File: src/rtl/dvr_rr_arbiter.sv
// rtl/dvr_rr_arbiter.sv - round-robin burst arbiter sharing one registered valid/ready output channel
module dvr_rr_arbiter #(
    parameter int DATA_WIDTH = 128,
    parameter int NUM_SRC    = 4,
    parameter int MAX_BURST  = 8,
    localparam int SRC_W     = (NUM_SRC > 1) ? $clog2(NUM_SRC) : 1
) (
    input  logic                          clk,
    input  logic                          rst,
    input  logic [NUM_SRC*DATA_WIDTH-1:0] s_data,
    input  logic [NUM_SRC-1:0]            s_valid,
    output logic [NUM_SRC-1:0]            s_ready,
    output logic [DATA_WIDTH-1:0]         m_data,
    output logic                          m_valid,
    input  logic                          m_ready,
    output logic [SRC_W-1:0]              m_src,
    output logic                          busy
);

    localparam int CNT_W   = $clog2(MAX_BURST + 1);
    localparam int PAD_SRC = 2 ** SRC_W;

    localparam logic [0:0] ST_IDLE  = 1'b0;
    localparam logic [0:0] ST_GRANT = 1'b1;

    logic [0:0]            state_q, state_d;
    logic [SRC_W-1:0]      g_q, g_d;
    logic [SRC_W-1:0]      ptr_q, ptr_d;
    logic [CNT_W-1:0]      cnt_q, cnt_d;
    logic                  m_valid_q, m_valid_d;
    logic [DATA_WIDTH-1:0] m_data_q, m_data_d;
    logic [SRC_W-1:0]      m_src_q, m_src_d;

    logic [PAD_SRC-1:0]    valid_pad;
    logic                  any_req;
    logic [SRC_W-1:0]      pick;
    logic                  out_free;
    logic                  g_valid;
    logic [DATA_WIDTH-1:0] g_data;
    logic                  accept;
    logic                  burst_done;
    logic                  release_w;
    logic [SRC_W-1:0]      g_next;

    // Padding lets the grant index address the valid vector for any NUM_SRC.
    assign valid_pad = PAD_SRC'(s_valid);

    // Scan from ptr upward with explicit wrap; the lowest offset found last wins.
    always_comb begin
        logic [SRC_W:0]   sum;
        logic [SRC_W-1:0] cand;
        any_req = 1'b0;
        pick    = '0;
        sum     = '0;
        cand    = '0;
        for (int k = NUM_SRC - 1; k >= 0; k--) begin
            sum = {1'b0, ptr_q} + (SRC_W + 1)'(k);
            if (sum >= (SRC_W + 1)'(NUM_SRC)) begin
                sum = sum - (SRC_W + 1)'(NUM_SRC);
            end
            cand = sum[SRC_W-1:0];
            if (valid_pad[cand]) begin
                any_req = 1'b1;
                pick    = cand;
            end
        end
    end

    always_comb begin
        g_data = '0;
        for (int i = 0; i < NUM_SRC; i++) begin
            if (g_q == SRC_W'(i)) begin
                g_data = s_data[i*DATA_WIDTH +: DATA_WIDTH];
            end
        end
    end

    assign out_free   = !m_valid_q || m_ready;
    assign g_valid    = valid_pad[g_q];
    assign accept     = (state_q == ST_GRANT) && g_valid && out_free;
    assign burst_done = accept && (cnt_q == CNT_W'(MAX_BURST - 1));
    assign release_w  = (state_q == ST_GRANT) && (burst_done || !g_valid);
    assign g_next     = (g_q == SRC_W'(NUM_SRC - 1)) ? '0 : g_q + 1'b1;

    // Ready is masked during reset so no beat is taken that reset would discard.
    always_comb begin
        s_ready = '0;
        for (int i = 0; i < NUM_SRC; i++) begin
            s_ready[i] = !rst && (state_q == ST_GRANT) && (g_q == SRC_W'(i)) && out_free;
        end
    end

    always_comb begin
        state_d   = state_q;
        g_d       = g_q;
        ptr_d     = ptr_q;
        cnt_d     = cnt_q;
        m_valid_d = m_valid_q;
        m_data_d  = m_data_q;
        m_src_d   = m_src_q;

        if (accept) begin
            m_valid_d = 1'b1;
            m_data_d  = g_data;
            m_src_d   = g_q;
            cnt_d     = cnt_q + 1'b1;
        end else if (m_ready) begin
            m_valid_d = 1'b0;
        end

        case (state_q)
            ST_IDLE: begin
                if (any_req) begin
                    state_d = ST_GRANT;
                    g_d     = pick;
                    cnt_d   = '0;
                end
            end
            ST_GRANT: begin
                if (release_w) begin
                    state_d = ST_IDLE;
                    ptr_d   = g_next;
                end
            end
            default: begin
                state_d = ST_IDLE;
            end
        endcase
    end

    always_ff @(posedge clk) begin
        if (rst) begin
            state_q   <= ST_IDLE;
            g_q       <= '0;
            ptr_q     <= '0;
            cnt_q     <= '0;
            m_valid_q <= 1'b0;
            m_data_q  <= '0;
            m_src_q   <= '0;
        end else begin
            state_q   <= state_d;
            g_q       <= g_d;
            ptr_q     <= ptr_d;
            cnt_q     <= cnt_d;
            m_valid_q <= m_valid_d;
            m_data_q  <= m_data_d;
            m_src_q   <= m_src_d;
        end
    end

    assign m_valid = m_valid_q;
    assign m_data  = m_data_q;
    assign m_src   = m_src_q;
    assign busy    = (state_q == ST_GRANT);

endmodule

File: config.mk
export PLATFORM = sky130hd
export DESIGN_NAME = dvr_rr_arbiter
export DESIGN_NICKNAME = d
export VERILOG_FILES = /design/src/rtl/dvr_rr_arbiter.sv
export SDC_FILE = /design/constraint.sdc
export NUM_CORES = 1
export LEC_CHECK = 0
export CAP_MARGIN = 30
export CORE_AREA = 8 8 246 248
export DETAILED_ROUTE_END_ITERATION = 6
export DIE_AREA = 0 0 254 256
export GPL_ROUTABILITY_DRIVEN = 0
export PLACE_DENSITY_LB_ADDON = 0.3
export SLEW_MARGIN = 40
export SYNTH_ARGS = -nofsm -noshare
export SYNTH_HDL_FRONTEND = slang
export SYNTH_SLANG_ARGS = --single-unit
File: constraint.sdc
create_clock -name clk -period 2.8 [get_ports clk]
set_clock_uncertainty 0.15 [all_clocks]
set_input_delay 0.28 -clock clk [delete_from_list [all_inputs] [get_ports clk]]
set_output_delay 0.28 -clock clk [all_outputs]
set_load 0.01 [all_outputs]
==> impl_metrics.toml <==
[power_and_ir_drop]
vdd_drop_max_mv = 0.4328
total_power_mw = 7.495
power.density_nw_per_um2 = 434.1
power_leakage_nw = 6.598

[synthesis]
yosysSeqAreaShare_pct = 30.91
synthTopCellsByArea = "dfxtp_1, a21oi_1, a221oi_1"
synthXorXnorAreaFrac_pct = 0.2898
synth_nets = 1906
synth.largest_area_cell = "dfxtp_1"
muxShareOfSynthArea_pct = 0.7037
synth_top_family_by_area = "compound AO/OA/AOI/OAI gates"
synth-simple-area-share_pct = 19.64
ys_types = 33
syn_area_per_cell_um2 = 6.561
ys_ff_latch = 140
synth-compound-area-share_pct = 34.79
synth_top_area_share_pct = 30.91
syn_area_um2 = 9067
synth_cells = 1382
synth-adder-area-share_pct = 0.6899
yosysWarnings = 0

[min_path]
holdPathEnd = "m_valid"
min_from = "rst"
min_path_type = "input port to flip-flop"
min_path_cells = 3

[global_route]
grt_first_pass_wirelength_um = 75440
grt_use_total_pct = 14.95
first_global_vias = 12383
grt_max_degree = 140
antenna_found_initial = 4
grt_overflow = 0

[placed_design]
portBuffers = 654
post-place-ws_ns = 0.2989
dpl_cell_area_um2 = 16580
dpl.hpwl_um = 39570

[worst_setup_path]
worstSetupPathType = "flip-flop to output pin"
r2r_cells = 9
required_ns = 2.37
arrival_ns = 2.19
crit_path_top_delay_cell = "dfxtp_1"
rr_startpoint = "g_q[0]"
end_kind = "output pin"
worst-path-max-fanout = 13
timing.rr.end = "m_data[95]"
max_stage_delay_ns = 0.57
worst_setup_path_start_kind = "flip-flop"
crit_chain = "inv_1 -> ha_4 -> and2_1 -> clkdlybuf4s50_1"
r2r_setup_slack_ns = 0.31

[floorplan]
die_x_um = 254
die-area_um2 = 65020
die_y_um = 256
coreArea_um2 = 56810
start_util_pct = 15.96
rows = 88
ios = 655

[timing]
period_minus_slack_ns = 2.620
rsz0062_at_grt = "no"
finalHoldViolCount = 0
tightest_slew_ns = 0.7467
drv_slew = 0
worst_slack_ns = 0.1800
fin_crit_sh_pct = 93.57
relSlewSlack_pct = 50.22
hold_slack_ns = 0.2468
fin_tns_setup_ns = 0
setup-violations-final = 0
fmax_mhz = 381.7

[drt]
viasPerCell = 4.456
wl_um = 51350
drc = 0
ant_nets = 0
vias = 12268
drt-initial-drc-count = 602
dr.pass1.iters = 5
routedWlPerCell_um = 18.65

[clock_tree]
clockBufferDepth = 2
clk_latency_ns = 0.46
h-tree-depth = 4
cts-buffers-inserted = 17
post_cts_buffers = 0
cts-root-buf = "clkbuf_16"
cts_tree = "yes"
cts_sinks = 140
clk_transition_reported_paths_ns = 0.07
cts.repair.resized = 0
cts_hold_buf = 0

[finish]
mostFrequentLayoutCells = "clkdlybuf4s50_1, a21oi_1, dfxtp_1, nor2_1, inv_1"
syn_to_final_growth_pct = 90.42
final_nets = 2496
layout_commonest_cell = "clkdlybuf4s50_1"
fillerInstances = 6246
drive_gt1_share_pct = 5.290
area.sequential_um2 = 2803
final_area_um2 = 17270
multiInputGateArea_um2 = 5155

[run_status]
status = "completed"

[job]
drv_cap = 0
[worst max-delay path: cells and delay by family, from the launching register on]
family	cells	cell delay (ns)
buffers and inverters	2	0.68
adders and majority gates	1	0.30
and+or+nand+nor	1	0.17
DFF	1	0.57
[layout make-up]
class	instances	area share (%)
repair buffers	717	41.75
diodes	3	0.04348
clock buffers	17	2.464
flip-flops and latches	140	16.23
inverters	134	2.913
well taps	765	5.543
clock inverters	15	1.203
multi-input cells	962	29.85
[how the worst max path moves through the flow]
stage / start / slack (ns) / end
after floorplan: g_q[0] / 0.71 / m_data[19]
after global routing: g_q[0] / 0.04 / s_ready[2]
after detailed placement: s_valid[0] / 0.30 / m_data[95]
after global placement: g_q[0] / 0.34 / m_data[95]
final: g_q[0] / 0.18 / s_ready[2]
after CTS: g_q[0] / 0.01 / s_ready[2]
[sequential cells by signal, indices dropped and copies added, names as in the netlist]
signal   count
busy         1
m_valid      1
m_data     128
g_q          2
ptr_q        2
cnt_q        4
m_src        2
[Yosys cell counts]
| library cell | n |
|---|---|
| a2111o_1 | 1 |
| a21o_1 | 2 |
| a21oi_1 | 265 |
| a221oi_1 | 128 |
| a31oi_1 | 1 |
| and2_1 | 4 |
| and3_1 | 2 |
| buf_1 | 8 |
| buf_2 | 5 |
| buf_4 | 12 |
| buf_6 | 10 |
| clkbuf_1 | 111 |
| dfxtp_1 | 140 |
| ha_1 | 5 |
| inv_1 | 134 |
| mux2_2 | 1 |
| mux2i_1 | 3 |
| mux4_2 | 1 |
| nand2_1 | 133 |
| nand2b_1 | 5 |
| nand3_1 | 1 |
| nand4_1 | 2 |
| nand4b_1 | 1 |
| nor2_1 | 136 |
| nor2b_1 | 2 |
| nor3_1 | 130 |
| nor4_1 | 1 |
| o211ai_1 | 1 |
| o21ai_0 | 132 |
| o22ai_1 | 1 |
| or2_2 | 1 |
| xnor2_1 | 1 |
| xor2_1 | 2 |
[power by group]
| group | internal [mW] | switching, mW | total [mW] | leakage [nW] |
|---|---|---|---|---|
| registers | 2.18 | 0.116 | 2.30 | 1.15 |
| clock network | 1.50 | 1.01 | 2.51 | 0.309 |
| logic | 1.46 | 1.23 | 2.68 | 5.14 |
[kinds of logic (layout without fill, tap and decap cells)]
kind of cell / Yosys count / in the layout
buffers and inverters: 280 / 883
XOR/XNOR: 3 / 3
adder cells (fa/ha/maj): 5 / 5
AO/OA/AOI/OAI: 531 / 531
flip-flops: 140 / 140
other: 0 / 3
AND/OR/NAND/NOR: 418 / 418
multiplexers: 5 / 5
[stage by stage]
step / utilization, % / instances
2_1_floorplan: - / 1382
3_3_place_gp: 29.19 / 2713
3_5_place_dp: 29.19 / 2713
4_1_cts: 30.31 / 2745
5_1_grt: 30.38 / 2751
6_report: 30.39 / 2753
[routing by layer]
layer	track usage (%)	wire length, µm	vias up
met1	16.53	20290	5617
met3	5.168	4632	65
li1	-	-	6043
met5	0	0	-
met4	6.150	1507	0
met2	25.82	24910	543
Note: power is estimated with default switching activity, not from simulation.
